File: config.mk
export PLATFORM = sky130hd
export DESIGN_NAME = axi_ar_stream_gen
export DESIGN_NICKNAME = d
export VERILOG_FILES = /design/src/rtl/axi_ar_stream_gen_pkg.sv /design/src/rtl/ar_stream_ts_fifo.sv /design/src/rtl/axi_ar_stream_gen.sv
export SDC_FILE = /design/constraint.sdc
export NUM_CORES = 1
export LEC_CHECK = 0
export CAP_MARGIN = 30
export CORE_AREA = 2 2 221 441
export CTS_CLUSTER_SIZE = 40
export DETAILED_ROUTE_END_ITERATION = 8
export DIE_AREA = 0 0 223 443
export PLACE_DENSITY = 0.7
export SLEW_MARGIN = 0
export SYNTH_ARGS = -nofsm -noshare
export SYNTH_HDL_FRONTEND = slang
export SYNTH_SLANG_ARGS = --single-unit
File: constraint.sdc
create_clock -name clk -period 2.9 [get_ports clk]
set_input_delay 0.87 -clock clk [delete_from_list [all_inputs] [get_ports clk]]
set_output_delay 0.87 -clock clk [all_outputs]
set_load 0.01 [all_outputs]
File: src/rtl/axi_ar_stream_gen_pkg.sv
// axi_ar_stream_gen_pkg: shared state, error-bit and mode definitions for the AR stream generator.
package axi_ar_stream_gen_pkg;
  typedef enum logic [2:0] {IDLE, ISSUE, GAP, DRAIN, DONE} state_t;
  localparam int ERR_BAD_ID = 0;
  localparam int ERR_NO_OUTST = 1;
  localparam int ERR_BEATS = 2;
  localparam logic MODE_STRIDE = 1'b0;
  localparam logic MODE_TRACE = 1'b1;
endpackage

File: src/rtl/ar_stream_ts_fifo.sv
// ar_stream_ts_fifo: small synchronous show-ahead FIFO holding AR handshake timestamps.
module ar_stream_ts_fifo #(
  parameter int WIDTH = 16,
  parameter int LOG_DEPTH = 3
) (
  input  logic             clk,
  input  logic             resetN,
  input  logic             clr,
  input  logic             push,
  input  logic             pop,
  input  logic [WIDTH-1:0] din,
  output logic [WIDTH-1:0] dout
);
  logic [WIDTH-1:0] mem [2**LOG_DEPTH];
  logic [LOG_DEPTH:0] wr, rd;
  logic empty, full;
  assign empty = wr == rd;
  assign full = (wr ^ rd) == {1'b1, {LOG_DEPTH{1'b0}}};
  assign dout = mem[rd[LOG_DEPTH-1:0]];
  always_ff @(posedge clk)
    if (push && !full) mem[wr[LOG_DEPTH-1:0]] <= din;
  always_ff @(posedge clk or negedge resetN) begin
    if (!resetN) begin
      wr <= '0;
      rd <= '0;
    end else if (clr) begin
      wr <= '0;
      rd <= '0;
    end else begin
      if (push && !full) wr <= wr + 1'b1;
      if (pop && !empty) rd <= rd + 1'b1;
    end
  end
endmodule

File: src/rtl/axi_ar_stream_gen.sv
// axi_ar_stream_gen: AXI AR burst generator (stride or trace RAM source) with outstanding cap, gap and R checking.
// Define AXI_AR_STREAM_GEN_LAT_STATS_EN to add latMin/latMax handshake-to-r_last latency outputs.
module axi_ar_stream_gen
  import axi_ar_stream_gen_pkg::*;
#(
  parameter int ADDR_BITS           = 16,
  parameter int TID_WIDTH           = 8,
  parameter int BURST_LEN_WIDTH     = 8,
  parameter int LOG_TRACE_DEPTH     = 6,
  parameter int LOG_MAX_OUTSTANDING = 3,
  parameter int CNT_WIDTH           = 16,
  parameter int GAP_WIDTH           = 8
) (
  input  logic                         clk,
  input  logic                         resetN,
  input  logic                         ld_valid,
  output logic                         ld_ready,
  input  logic [LOG_TRACE_DEPTH-1:0]   ld_idx,
  input  logic [ADDR_BITS-1:0]         ld_addr,
  input  logic                         start,
  input  logic                         cfg_mode,
  input  logic [ADDR_BITS-1:0]         cfg_base,
  input  logic [ADDR_BITS-1:0]         cfg_stride,
  input  logic [CNT_WIDTH-1:0]         cfg_count,
  input  logic [BURST_LEN_WIDTH-1:0]   cfg_len,
  input  logic [TID_WIDTH-1:0]         cfg_id,
  input  logic [GAP_WIDTH-1:0]         cfg_gap,
  input  logic [LOG_MAX_OUTSTANDING:0] cfg_outLimit,
  output logic                         m_ar_valid,
  input  logic                         m_ar_ready,
  output logic [ADDR_BITS-1:0]         m_ar_addr,
  output logic [BURST_LEN_WIDTH-1:0]   m_ar_len,
  output logic [TID_WIDTH-1:0]         m_ar_id,
  input  logic                         m_r_valid,
  output logic                         m_r_ready,
  input  logic                         m_r_last,
  input  logic [TID_WIDTH-1:0]         m_r_id,
  output logic                         busy,
  output logic                         done,
  output logic [CNT_WIDTH-1:0]         reqCnt,
  output logic [CNT_WIDTH-1:0]         respCnt,
  output logic [2:0]                   errorCode
`ifdef AXI_AR_STREAM_GEN_LAT_STATS_EN
  ,
  output logic [CNT_WIDTH-1:0]         latMin,
  output logic [CNT_WIDTH-1:0]         latMax
`endif
);
  localparam int MAX_OUT = 1 << LOG_MAX_OUTSTANDING;
  localparam int OW = LOG_MAX_OUTSTANDING + 1;
  state_t state, state_nx;
  logic rdy, mode_q, go, hs, rbeat, rlast, dec;
  logic [ADDR_BITS-1:0] ram [2**LOG_TRACE_DEPTH];
  logic [ADDR_BITS-1:0] stride_q;
  logic [CNT_WIDTH-1:0] count_q, req_nx;
  logic [GAP_WIDTH-1:0] gap_q, gap_cnt;
  logic [OW-1:0] lim_q, lim_in, outst;
  logic [LOG_TRACE_DEPTH-1:0] idx;
  logic [BURST_LEN_WIDTH:0] beats, beats_nx, len_p1;
  logic [2:0] err_new;
  assign go = start && state == IDLE;
  assign hs = m_ar_valid && m_ar_ready;
  assign rbeat = m_r_valid && m_r_ready;
  assign rlast = rbeat && m_r_last;
  assign dec = rlast && outst != '0;
  assign req_nx = reqCnt + 1'b1;
  assign beats_nx = beats + 1'b1;
  assign len_p1 = {1'b0, m_ar_len} + 1'b1;
  assign lim_in = (cfg_outLimit == '0) ? OW'(1) :
                  (cfg_outLimit > OW'(MAX_OUT)) ? OW'(MAX_OUT) : cfg_outLimit;
  // Purely state-decoded so that an asynchronous reset drops valid immediately.
  assign m_ar_valid = state == ISSUE && outst < lim_q;
  assign m_r_ready = rdy;
  assign ld_ready = rdy && state == IDLE;
  assign busy = state inside {ISSUE, GAP, DRAIN};
  assign done = state == DONE;
  always_comb begin
    err_new = '0;
    err_new[ERR_BAD_ID] = rbeat && m_r_id != m_ar_id;
    err_new[ERR_NO_OUTST] = rlast && outst == '0;
    err_new[ERR_BEATS] = rlast && beats_nx != len_p1;
  end
  always_comb begin
    state_nx = state;
    case (state)
      IDLE:  if (start) state_nx = (cfg_count == '0) ? DONE : ISSUE;
      ISSUE: if (hs) state_nx = (req_nx == count_q) ? DRAIN : (gap_q != '0) ? GAP : ISSUE;
      GAP:   if (gap_cnt == GAP_WIDTH'(1)) state_nx = ISSUE;
      DRAIN: if (outst == '0) state_nx = DONE;
      default: state_nx = IDLE;
    endcase
  end
  always_ff @(posedge clk)
    if (ld_valid && ld_ready) ram[ld_idx] <= ld_addr;
  always_ff @(posedge clk or negedge resetN) begin
    if (!resetN) begin
      state     <= IDLE;
      rdy       <= 1'b0;
      mode_q    <= MODE_STRIDE;
      stride_q  <= '0;
      count_q   <= '0;
      gap_q     <= '0;
      gap_cnt   <= '0;
      lim_q     <= '0;
      outst     <= '0;
      idx       <= '0;
      beats     <= '0;
      m_ar_addr <= '0;
      m_ar_len  <= '0;
      m_ar_id   <= '0;
      reqCnt    <= '0;
      respCnt   <= '0;
      errorCode <= '0;
    end else begin
      state <= state_nx;
      rdy   <= 1'b1;
      // Trace mode prefetches the next RAM word on every handshake, so ISSUE never stalls for the read.
      if (go) begin
        mode_q    <= cfg_mode;
        stride_q  <= cfg_stride;
        count_q   <= cfg_count;
        gap_q     <= cfg_gap;
        lim_q     <= lim_in;
        m_ar_len  <= cfg_len;
        m_ar_id   <= cfg_id;
        m_ar_addr <= (cfg_mode == MODE_TRACE) ? ram[0] : cfg_base;
        idx       <= LOG_TRACE_DEPTH'(1);
        reqCnt    <= '0;
      end else if (hs) begin
        m_ar_addr <= (mode_q == MODE_TRACE) ? ram[idx] : m_ar_addr + stride_q;
        idx       <= idx + 1'b1;
        reqCnt    <= req_nx;
        gap_cnt   <= gap_q;
      end else if (state == GAP) begin
        gap_cnt <= gap_cnt - 1'b1;
      end
      outst     <= outst + OW'(hs) - OW'(dec);
      beats     <= rlast ? '0 : rbeat ? beats_nx : beats;
      respCnt   <= go ? '0 : respCnt + CNT_WIDTH'(rlast);
      errorCode <= go ? '0 : errorCode | err_new;
    end
  end
`ifdef AXI_AR_STREAM_GEN_LAT_STATS_EN
  logic [CNT_WIDTH-1:0] ts, ts_head, lat;
  assign lat = ts - ts_head;
  ar_stream_ts_fifo #(
    .WIDTH(CNT_WIDTH),
    .LOG_DEPTH(LOG_MAX_OUTSTANDING)
  ) u_ts_fifo (
    .clk,
    .resetN,
    .clr(go),
    .push(hs),
    .pop(dec),
    .din(ts),
    .dout(ts_head)
  );
  always_ff @(posedge clk or negedge resetN) begin
    if (!resetN) begin
      ts     <= '0;
      latMin <= '1;
      latMax <= '0;
    end else begin
      ts <= ts + 1'b1;
      if (go) begin
        latMin <= '1;
        latMax <= '0;
      end else if (dec) begin
        if (lat < latMin) latMin <= lat;
        if (lat > latMax) latMax <= lat;
      end
    end
  end
`endif
endmodule

==> results of run 1 <==
==> cell type report <==
type                    instances  share of cell area (%)
clock buffers                 110                    4.51
multi-input cells            1213                    21.9
repair buffers                457                    9.22
inverters                      24                   0.158
diodes                          2                 0.00878
well taps                    1222                    2.68
flip-flops and latches       1167                    60.3
clock inverters                76                    1.29
==> layout by cell type (no fill, tap or decap), drive strengths merged, types with 14 or more instances in the layout <==
cell type,Yosys,layout
edfxtp,1024,1024
xnor2,40,40
clkinv,0,44
nand3,29,29
clkbuf,62,111
nor3,36,36
a21oi,38,38
nor4,14,14
nand2,257,257
buf,66,288
xor2,48,48
clkdlybuf4s50,0,165
ha,31,31
nor2,140,140
mux2i,32,32
o21ai,63,63
mux4,317,317
dfrtp,143,143
a211oi,19,19
clkinvlp,0,16
inv,24,28
==> critical path: cells and delay by family, from the launching register on <==
family / cells / cell delay [ps]
AO/OA/AOI/OAI: 2 / 230
buffers and inverters: 4 / 600
flip-flops: 1 / 490
multiplexers: 3 / 1630
==> sequential cells by signal (all words and copies together), names as in the netlist, 4 cells and up <==
signal and flops:
idx 6, respCnt 16, ram 1024, stride_q 16, gap_q 8, beats 9
count_q 16, m_ar_addr 16, outst 4, reqCnt 16, m_ar_len 8, gap_cnt 8
lim_q 4, m_ar_id 8
==> path summary, 6_finish.rpt <==
kind / from / to
hold reg to reg: stride_q[13] / stride_q[13]
hold / removal: resetN / m_ar_addr[6]
min in group clk: stride_q[13] / stride_q[13]
max in group asynchronous: resetN / respCnt[3]
setup / recovery: idx[0] / m_ar_addr[5]
setup reg to reg: idx[0] / m_ar_addr[5]
==> cell families (layout without fill, tap and decap cells) <==
logic type	Yosys count	in the layout	share of synthesized area [%]
compound gates	190	190	2.56
xor+xnor	88	88	1.63
fa+ha+maj	33	33	0.904
buf+inv	152	667	1.58
flops	1167	1167	72.5
mux	350	350	15.8
other cells	1	3	0.00792
simple gates	551	551	5.06
==> per-layer routing <==
| metal | wire [um] | up-vias | GRT usage (%) | share of wire, % |
|---|---|---|---|---|
| li1 | - | 10964 | - | - |
| met5 | 27 | - | 0 | 0.022 |
| met4 | 4330 | 4 | 9.07 | 3.6 |
| met3 | 8640 | 177 | 4.01 | 7.2 |
| met2 | 60800 | 1187 | 41.1 | 50 |
| met1 | 47000 | 13479 | 32.8 | 39 |
==> synth_stat cells (12+ instances only) <==
| cell type | count |
|---|---|
| sky130_fd_sc_hd__xor2_1 | 48 |
| sky130_fd_sc_hd__nor3_1 | 36 |
| sky130_fd_sc_hd__o21ai_0 | 53 |
| sky130_fd_sc_hd__a21oi_1 | 38 |
| sky130_fd_sc_hd__inv_1 | 24 |
| sky130_fd_sc_hd__dfrtp_1 | 143 |
| sky130_fd_sc_hd__buf_2 | 28 |
| sky130_fd_sc_hd__nand3_1 | 29 |
| sky130_fd_sc_hd__nor2_1 | 140 |
| sky130_fd_sc_hd__mux2i_1 | 32 |
| sky130_fd_sc_hd__clkbuf_1 | 62 |
| sky130_fd_sc_hd__a211oi_1 | 19 |
| sky130_fd_sc_hd__ha_1 | 31 |
| sky130_fd_sc_hd__nor4_1 | 14 |
| sky130_fd_sc_hd__nor2b_1 | 12 |
| sky130_fd_sc_hd__buf_6 | 14 |
| sky130_fd_sc_hd__mux4_2 | 317 |
| sky130_fd_sc_hd__buf_1 | 14 |
| sky130_fd_sc_hd__nand2_1 | 257 |
| sky130_fd_sc_hd__or3_1 | 12 |
| sky130_fd_sc_hd__edfxtp_1 | 1024 |
| sky130_fd_sc_hd__xnor2_1 | 40 |
==> metrics by stage <==
stage	total power (W)	worst slack, ps
global route	0.0472	-202
floorplan	0.0272	98.9
CTS	0.0456	-115
finish	0.0455	-212
global placement	0.0313	-103
detailed placement	0.0315	-166
==> power by group through the flow <==
stage                     logic (W)  clock network, W  registers [W]
after global routing         0.0130            0.0144         0.0198
after detailed placement     0.0114                 0         0.0201
after floorplan             0.00723                 0         0.0199
after CTS                    0.0121            0.0137         0.0197
final                        0.0122            0.0136         0.0198
after global placement       0.0112                 0         0.0201
==> repair_timing <==
| action | 4_1_cts | 5_1_grt |
|---|---|---|
| gates cloned | 6 | 1 |
| hold endpoints to repair | 0 | 0 |
| setup endpoints to repair | 16 | 18 |
| pin swaps | 17 | 14 |
| gates resized for setup | 58 | 16 |
| buffers inserted | 14 | 5 |
==> results_tabular.tex, run 1 <==
\begin{tabular}{lr}
\hline
Metric & Value \\
\hline
\multicolumn{2}{l}{\textbf{Setup path}} \\
\quad Data required time of the critical path & 3470 ps \\
\quad Type of the worst setup path & flip-flop to flip-flop \\
\quad CP max-delay cell & sky130\_fd\_sc\_hd\_\_mux4\_2 \\
\quad Kind of launch point of the worst setup path & flip-flop \\
\quad Worst reg2reg setup slack & -210 ps \\
\quad Cell occurring most often along the worst timing path & sky130\_fd\_sc\_hd\_\_mux4\_2 \\
\quad Delay contributed by the slowest stage of the critical path & 610 ps \\
\quad Worst path cell trace & buf\_12 -> buf\_16 -> buf\_12 -> clkbuf\_16 -> mux4\_2 -> mux4\_2 -> mux4\_2 -> a21oi\_2 -> a211oi\_1 \\
\quad Sort of element at the end of the critical path & flip-flop \\
\quad Worst endpoint data arrival time & 3680 ps \\
\quad Maximum fanout along the worst path & 7 \\
\quad Cell count of the worst reg-to-reg path & 9 \\
\multicolumn{2}{l}{\textbf{Logic synthesis}} \\
\quad Register bit count reported by yosys & 1167 \\
\quad Sequential fraction of the synthesis area & 72.5\% \\
\quad Post-synthesis async set-or-reset flop share & 12.3\% \\
\quad Synth unique cells & 65 \\
\quad Area share of the largest cell type after synthesis & 64.9\% \\
\quad Synth top area cells & sky130\_fd\_sc\_hd\_\_edfxtp\_1 (65\%), sky130\_fd\_sc\_hd\_\_mux4\_2 (15\%), sky130\_fd\_sc\_hd\_\_dfrtp\_1 (7.6\%) \\
\quad Top\_reg\_cell synth & sky130\_fd\_sc\_hd\_\_edfxtp\_1 \\
\quad Warning count from the yosys run & 0 \\
\quad Post-synthesis instance area & 0.0474 mm2 \\
\quad Post-synth EDFFs & 1024 \\
\quad Total nets after synthesis & 2679 \\
\quad Cell type with the highest aggregate area in the netlist & sky130\_fd\_sc\_hd\_\_edfxtp\_1 \\
\quad Post-synthesis area per instance & 18.7 um2 \\
\quad Cell count after synthesis & 2532 \\
\multicolumn{2}{l}{\textbf{Place}} \\
\quad DPL Wire Length & 75900 um \\
\quad Post-place instance area & 0.0530 mm2 \\
\quad Placed Instances & 4058 \\
\quad Routability-driven placement congestion ratio & 0.861 \\
\quad Quantity of I/O buffers inserted on ports & 185 \\
\multicolumn{2}{l}{\textbf{Cells and area}} \\
\quad Area growth from synthesis to final layout & 20.3\% \\
\quad Area used by multi-input combinational logic & 0.0125 mm2 \\
\quad Final Instance Area & 0.0570 mm2 \\
\quad Area occupied by registers & 0.0343 mm2 \\
\quad Layout net count & 3109 \\
\quad Fillcell total & 6645 \\
\quad Share of the core filled with cells & 59.5\% \\
\quad Non-filler instance count after layout & 4271 \\
\quad Share of final-layout standard cells stronger than drive strength 1 & 26.6\% \\
\multicolumn{2}{l}{\textbf{Timing}} \\
\quad Slew at the pin closest to its max-slew limit & 716 ps \\
\quad Count of final hold-check violations & 0 \\
\quad Setup repair after global routing missed its margin & yes \\
\quad Summed negative setup slack over all endpoints & -770 ps \\
\quad Worst Hold Slack & 55.1 ps \\
\quad Worst Setup Slack, final & -212 ps \\
\quad Clk\_skew & 13.8 ps \\
\quad Final setup violation count & 11 \\
\quad Fmax & 0.321 GHz \\
\quad Max Slew Vio Count & 0 \\
\quad Worst slew margin & 52.3\% \\
\quad Part of the cycle the worst path needs & 107\% \\
\quad Minimum clock period after layout & 3110 ps \\
\multicolumn{2}{l}{\textbf{Power and ir drop}} \\
\quad Share of total power consumed by net switching & 28.4\% \\
\quad Reg power frac & 43.4\% \\
\quad Gate power share & 26.8\% \\
\quad Power per unit of standard cell area & 799 mW/mm2 \\
\quad Proportion of power drawn by the clock network & 29.8\% \\
\quad Power Internal & 0.0326 W \\
\quad VDD IR-drop max & 0.608 mV \\
\quad Leak Pwr & 19.3 nW \\
\quad Switching component of the power & 0.0129 W \\
\multicolumn{2}{l}{\textbf{CTS}} \\
\quad TritonCTS buffer count & 99 \\
\quad Number of clock sinks & 1167 \\
\quad Maximum level of the CTS H-tree & 3 \\
\quad Root buffer selected by CTS & sky130\_fd\_sc\_hd\_\_clkbuf\_16 \\
\quad Worst-path clk slew & 70 ps \\
\quad Number of hold-repair buffers added at the cts stage & 0 \\
\quad Worst-skew pair later-pin latency & 700 ps \\
\quad Max clock buf depth & 3 \\
\quad CTS tree & yes \\
\multicolumn{2}{l}{\textbf{Global routing}} \\
\quad Vias in the first global route & 26369 \\
\quad Final global-route overflow total & 0 \\
\quad Largest net degree at the start of global routing & 65 \\
\quad Antenna violations before repair & 4 \\
\quad Wire length of the first global-routing pass & 176000 um \\
\quad Global-route usage over all layers & 24.6\% \\
\multicolumn{2}{l}{\textbf{Floorplan}} \\
\quad Number of standard-cell rows in the floorplan & 161 \\
\quad Chip height & 443 um \\
\quad Core area & 0.0957 mm2 \\
\quad Die Width & 223 um \\
\quad Total Die Area & 0.0988 mm2 \\
\quad Effective utilization at floorplan & 49.5\% \\
\quad Number of top-level pins & 186 \\
\multicolumn{2}{l}{\textbf{Detailed routing}} \\
\quad Initial drt markers & 3119 \\
\quad Mean number of vias per cell & 6.04 \\
\quad Routed Wire Length & 121000 um \\
\quad DRC & 0 \\
\quad Number of detailed-route iterations in the first pass & 6 \\
\quad Wire length per cell & 28.3 um \\
\quad Detailed-route via count & 25811 \\
\quad DRT antenna net count & 0 \\
\multicolumn{2}{l}{\textbf{Run status}} \\
\quad Status & complete, but fails checks \\
\quad Violations in the final reports & setup timing \\
\multicolumn{2}{l}{\textbf{Flow run}} \\
\quad Maximum capacitance violations & 0 \\
\multicolumn{2}{l}{\textbf{Min path}} \\
\quad HP Class & input port to async pin \\
\hline
\end{tabular}
Note: power is estimated with default switching activity, not from simulation.
==> run 2: changes to the inputs <==
- CAP_MARGIN: 30 -> unset
- CTS_BUF_LIST: unset -> sky130_fd_sc_hd__clkbuf_8
==> results_tabular.tex, run 2 (synthesis results as in run 1) <==
\begin{tabular}{lr}
\hline
Metric & Value \\
\hline
\multicolumn{2}{l}{\textbf{Detailed routing}} \\
\quad DRT antenna net count & 0 (unchanged) \\
\quad Initial drt markers & 2635 (was 3119) \\
\quad DRC & 0 (unchanged) \\
\quad Detailed-route via count & 26078 (was 25811) \\
\quad Number of detailed-route iterations in the first pass & 7 (was 6) \\
\quad Mean number of vias per cell & 5.94 (was 6.04) \\
\quad Routed Wire Length & 121000 um (about the same) \\
\quad Wire length per cell & 27.5 um (was 28.3 um) \\
\multicolumn{2}{l}{\textbf{Power and ir drop}} \\
\quad Leak Pwr & 19.5 nW (was 19.3 nW) \\
\quad Power per unit of standard cell area & 780 mW/mm2 (was 799 mW/mm2) \\
\quad VDD IR-drop max & 0.579 mV (was 0.608 mV) \\
\multicolumn{2}{l}{\textbf{Timing}} \\
\quad Fmax & 0.337 GHz (was 0.321 GHz) \\
\quad Worst slew margin & 21.9\% (was 52.3\%) \\
\quad Slew at the pin closest to its max-slew limit & 1170 ps (was 716 ps) \\
\quad Part of the cycle the worst path needs & 102\% (was 107\%) \\
\quad Final setup violation count & 9 (was 11) \\
\quad Worst Hold Slack & 395 ps (was 55.1 ps) \\
\quad Worst Setup Slack, final & -68.0 ps (was -212 ps) \\
\quad Summed negative setup slack over all endpoints & -194 ps (was -770 ps) \\
\quad Count of final hold-check violations & 0 (unchanged) \\
\quad Clk\_skew & 46.3 ps (was 13.8 ps) \\
\quad Minimum clock period after layout & 2970 ps (was 3110 ps) \\
\quad Max Slew Vio Count & 0 (unchanged) \\
\quad Setup repair after global routing missed its margin & yes (unchanged) \\
\multicolumn{2}{l}{\textbf{CTS}} \\
\quad CTS tree & yes (unchanged) \\
\quad Max clock buf depth & 3 (unchanged) \\
\quad Worst-path clk slew & 60 ps (was 70 ps) \\
\quad Root buffer selected by CTS & sky130\_fd\_sc\_hd\_\_clkbuf\_8 (was sky130\_fd\_sc\_hd\_\_clkbuf\_16) \\
\quad Number of clock sinks & 1167 (unchanged) \\
\quad TritonCTS buffer count & 161 (was 99) \\
\quad Maximum level of the CTS H-tree & 4 (was 3) \\
\quad Worst-skew pair later-pin latency & 880 ps (was 700 ps) \\
\multicolumn{2}{l}{\textbf{Place}} \\
\quad Minimum setup slack after placement & -166 ps (unchanged) \\
\quad Quantity of I/O buffers inserted on ports & 185 (unchanged) \\
\quad DPL Wire Length & 75900 um (unchanged) \\
\quad Routability-driven placement congestion ratio & 0.861 (unchanged) \\
\quad Placed Instances & 4058 (unchanged) \\
\multicolumn{2}{l}{\textbf{Cells and area}} \\
\quad Layout net count & 3185 (was 3109) \\
\quad Non-filler instance count after layout & 4389 (was 4271) \\
\quad Area growth from synthesis to final layout & 20.3\% (about the same) \\
\quad Fillcell total & 6729 (was 6645) \\
\quad Largest register by flop count & ram (unchanged) \\
\quad Share of final-layout standard cells stronger than drive strength 1 & 28.2\% (was 26.6\%) \\
\quad Number of flip-flops in the largest register & 1024 (unchanged) \\
\quad Most common cell after layout, fill and taps aside & sky130\_fd\_sc\_hd\_\_edfxtp\_1 (unchanged) \\
\quad Commonest cells after routing, fill and taps aside & sky130\_fd\_sc\_hd\_\_edfxtp\_1 (1024), sky130\_fd\_sc\_hd\_\_mux4\_2 (317), sky130\_fd\_sc\_hd\_\_nand2\_1 (254), sky130\_fd\_sc\_hd\_\_clkbuf\_8 (167), sky130\_fd\_sc\_hd\_\_clkdlybuf4s50\_1 (164) (was sky130\_fd\_sc\_hd\_\_edfxtp\_1 (1024), sky130\_fd\_sc\_hd\_\_mux4\_2 (317), sky130\_fd\_sc\_hd\_\_nand2\_1 (255), sky130\_fd\_sc\_hd\_\_clkdlybuf4s50\_1 (165), sky130\_fd\_sc\_hd\_\_buf\_4 (155)) \\
\multicolumn{2}{l}{\textbf{Setup path}} \\
\quad Worst path cell trace & inv\_2 -> ha\_4 -> a21o\_1 -> a21oi\_2 -> o21a\_1 -> buf\_2 (was buf\_12 -> buf\_16 -> buf\_12 -> clkbuf\_16 -> mux4\_2 -> mux4\_2 -> mux4\_2 -> a21oi\_2 -> a211oi\_1) \\
\quad Worst reg2reg setup slack & -50 ps (was -210 ps) \\
\quad Sort of element at the end of the critical path & primary output (was flip-flop) \\
\quad Worst endpoint data arrival time & 2100 ps (was 3680 ps) \\
\quad Kind of launch point of the worst setup path & flip-flop (unchanged) \\
\quad Crit Reg-Reg Startpoint & idx[0] (unchanged) \\
\quad Maximum fanout along the worst path & 2 (was 7) \\
\quad Critical register-to-register path endpoint & m\_ar\_addr[5] (unchanged) \\
\quad Cell count of the worst reg-to-reg path & 8 (was 9) \\
\quad Data required time of the critical path & 2030 ps (was 3470 ps) \\
\quad Delay contributed by the slowest stage of the critical path & 370 ps (was 610 ps) \\
\quad Type of the worst setup path & flip-flop to primary output (was flip-flop to flip-flop) \\
\quad Cell family with the largest share of critical-path delay & compound AO/OA/AOI/OAI gates (was multiplexers) \\
\quad CP max-delay cell & sky130\_fd\_sc\_hd\_\_dfrtp\_1 (was sky130\_fd\_sc\_hd\_\_mux4\_2) \\
\quad CP bufs+invs & 2 (was 4) \\
\multicolumn{2}{l}{\textbf{Floorplan}} \\
\quad Total Die Area & 0.0988 mm2 (unchanged) \\
\quad Core area & 0.0957 mm2 (unchanged) \\
\quad Chip height & 443 um (unchanged) \\
\quad Number of top-level pins & 186 (unchanged) \\
\quad Die Width & 223 um (unchanged) \\
\quad Number of standard-cell rows in the floorplan & 161 (unchanged) \\
\quad Effective utilization at floorplan & 49.5\% (unchanged) \\
\multicolumn{2}{l}{\textbf{Global routing}} \\
\quad Wire length of the first global-routing pass & 177000 um (was 176000 um) \\
\quad Final global-route overflow total & 0 (unchanged) \\
\quad Global-route usage over all layers & 24.8\% (was 24.6\%) \\
\quad Largest net degree at the start of global routing & 65 (unchanged) \\
\quad Vias in the first global route & 26911 (was 26369) \\
\quad Antenna violations before repair & 4 (unchanged) \\
\multicolumn{2}{l}{\textbf{Min path}} \\
\quad Hold path startpoint & ld\_addr[3] \\
\quad End point of the worst hold path & ram[42][3] \\
\quad HP Class & input port to flip-flop (was input port to async pin) \\
\quad Hold Path Depth & 1 \\
\multicolumn{2}{l}{\textbf{Flow run}} \\
\quad Maximum capacitance violations & 0 (unchanged) \\
\multicolumn{2}{l}{\textbf{Run status}} \\
\quad Violations in the final reports & setup timing (unchanged) \\
\quad Status & complete, but fails checks (unchanged) \\
\hline
\end{tabular}
## run 2: cell types whose count changed in the layout (fill, tap and decap cells not counted), moves of 9 or more
cell	previous run	this run
sky130_fd_sc_hd__clkbuf_16	102	1
sky130_fd_sc_hd__inv_1	23	66
sky130_fd_sc_hd__clkbuf_8	1	167
sky130_fd_sc_hd__clkinvlp_4	15	5
sky130_fd_sc_hd__buf_8	0	9
## run 2: worst max path at each step
stage | from | to | depth (start not counted)
after global routing | lim_q[1] | m_ar_valid | 6
final | lim_q[1] | m_ar_valid | 6
after detailed placement | idx[0] | m_ar_addr[3] | 8
after floorplan | ld_idx[3] | ram[14][0] | 4
after CTS | lim_q[1] | m_ar_valid | 6
after global placement | idx[0] | m_ar_addr[3] | 9
## run 2: cell type report
class | instances | area [um2] | area share, %
sequential | 1167 | 34300 | 60.3
tap | 1222 | 1530 | 2.68
inverter | 24 | 90.1 | 0.158
timing repair buffer | 471 | 5410 | 9.50
clock inverter | 123 | 773 | 1.36
multi-input combinational | 1213 | 12500 | 22.0
antenna | 2 | 5.00 | 0.00878
clock buffer | 167 | 2300 | 4.03
## run 2: power breakdown
group / total (W) / internal [W] / switching [W]
sequential: 0.0198 / 0.0190 / 0.000741
combinational: 0.0125 / 0.00626 / 0.00621
clock: 0.0122 / 0.00604 / 0.00616
## run 2: layer usage
layer / global-route usage [%] / vias up / wire length (um)
met5: 0 / - / 31
met4: 9.49 / 4 / 4520
met3: 4.95 / 215 / 9130
met2: 41.6 / 1185 / 60800
met1: 32.0 / 13527 / 46000
li1: - / 11147 / -
## run 2: per-stage QoR
step	area [um2]	utilization, %	total power, W
after floorplan	47400	-	0.0272
after detailed placement	53000	55.4	0.0315
after global placement	53000	55.4	0.0313
final	57000	59.6	0.0444
after global routing	57000	59.6	0.0463
after CTS	56800	59.3	0.0445
## run 2: timing repair
item | 4_1_cts | 5_1_grt
hold buffers | 1 | 0
pin swaps | 20 | 14
setup endpoints to repair | 23 | 18
buffers inserted | 22 | 13
resized for setup | 73 | 56
cloned | 9 | 1
endpoints found under the hold margin | 25 | 0
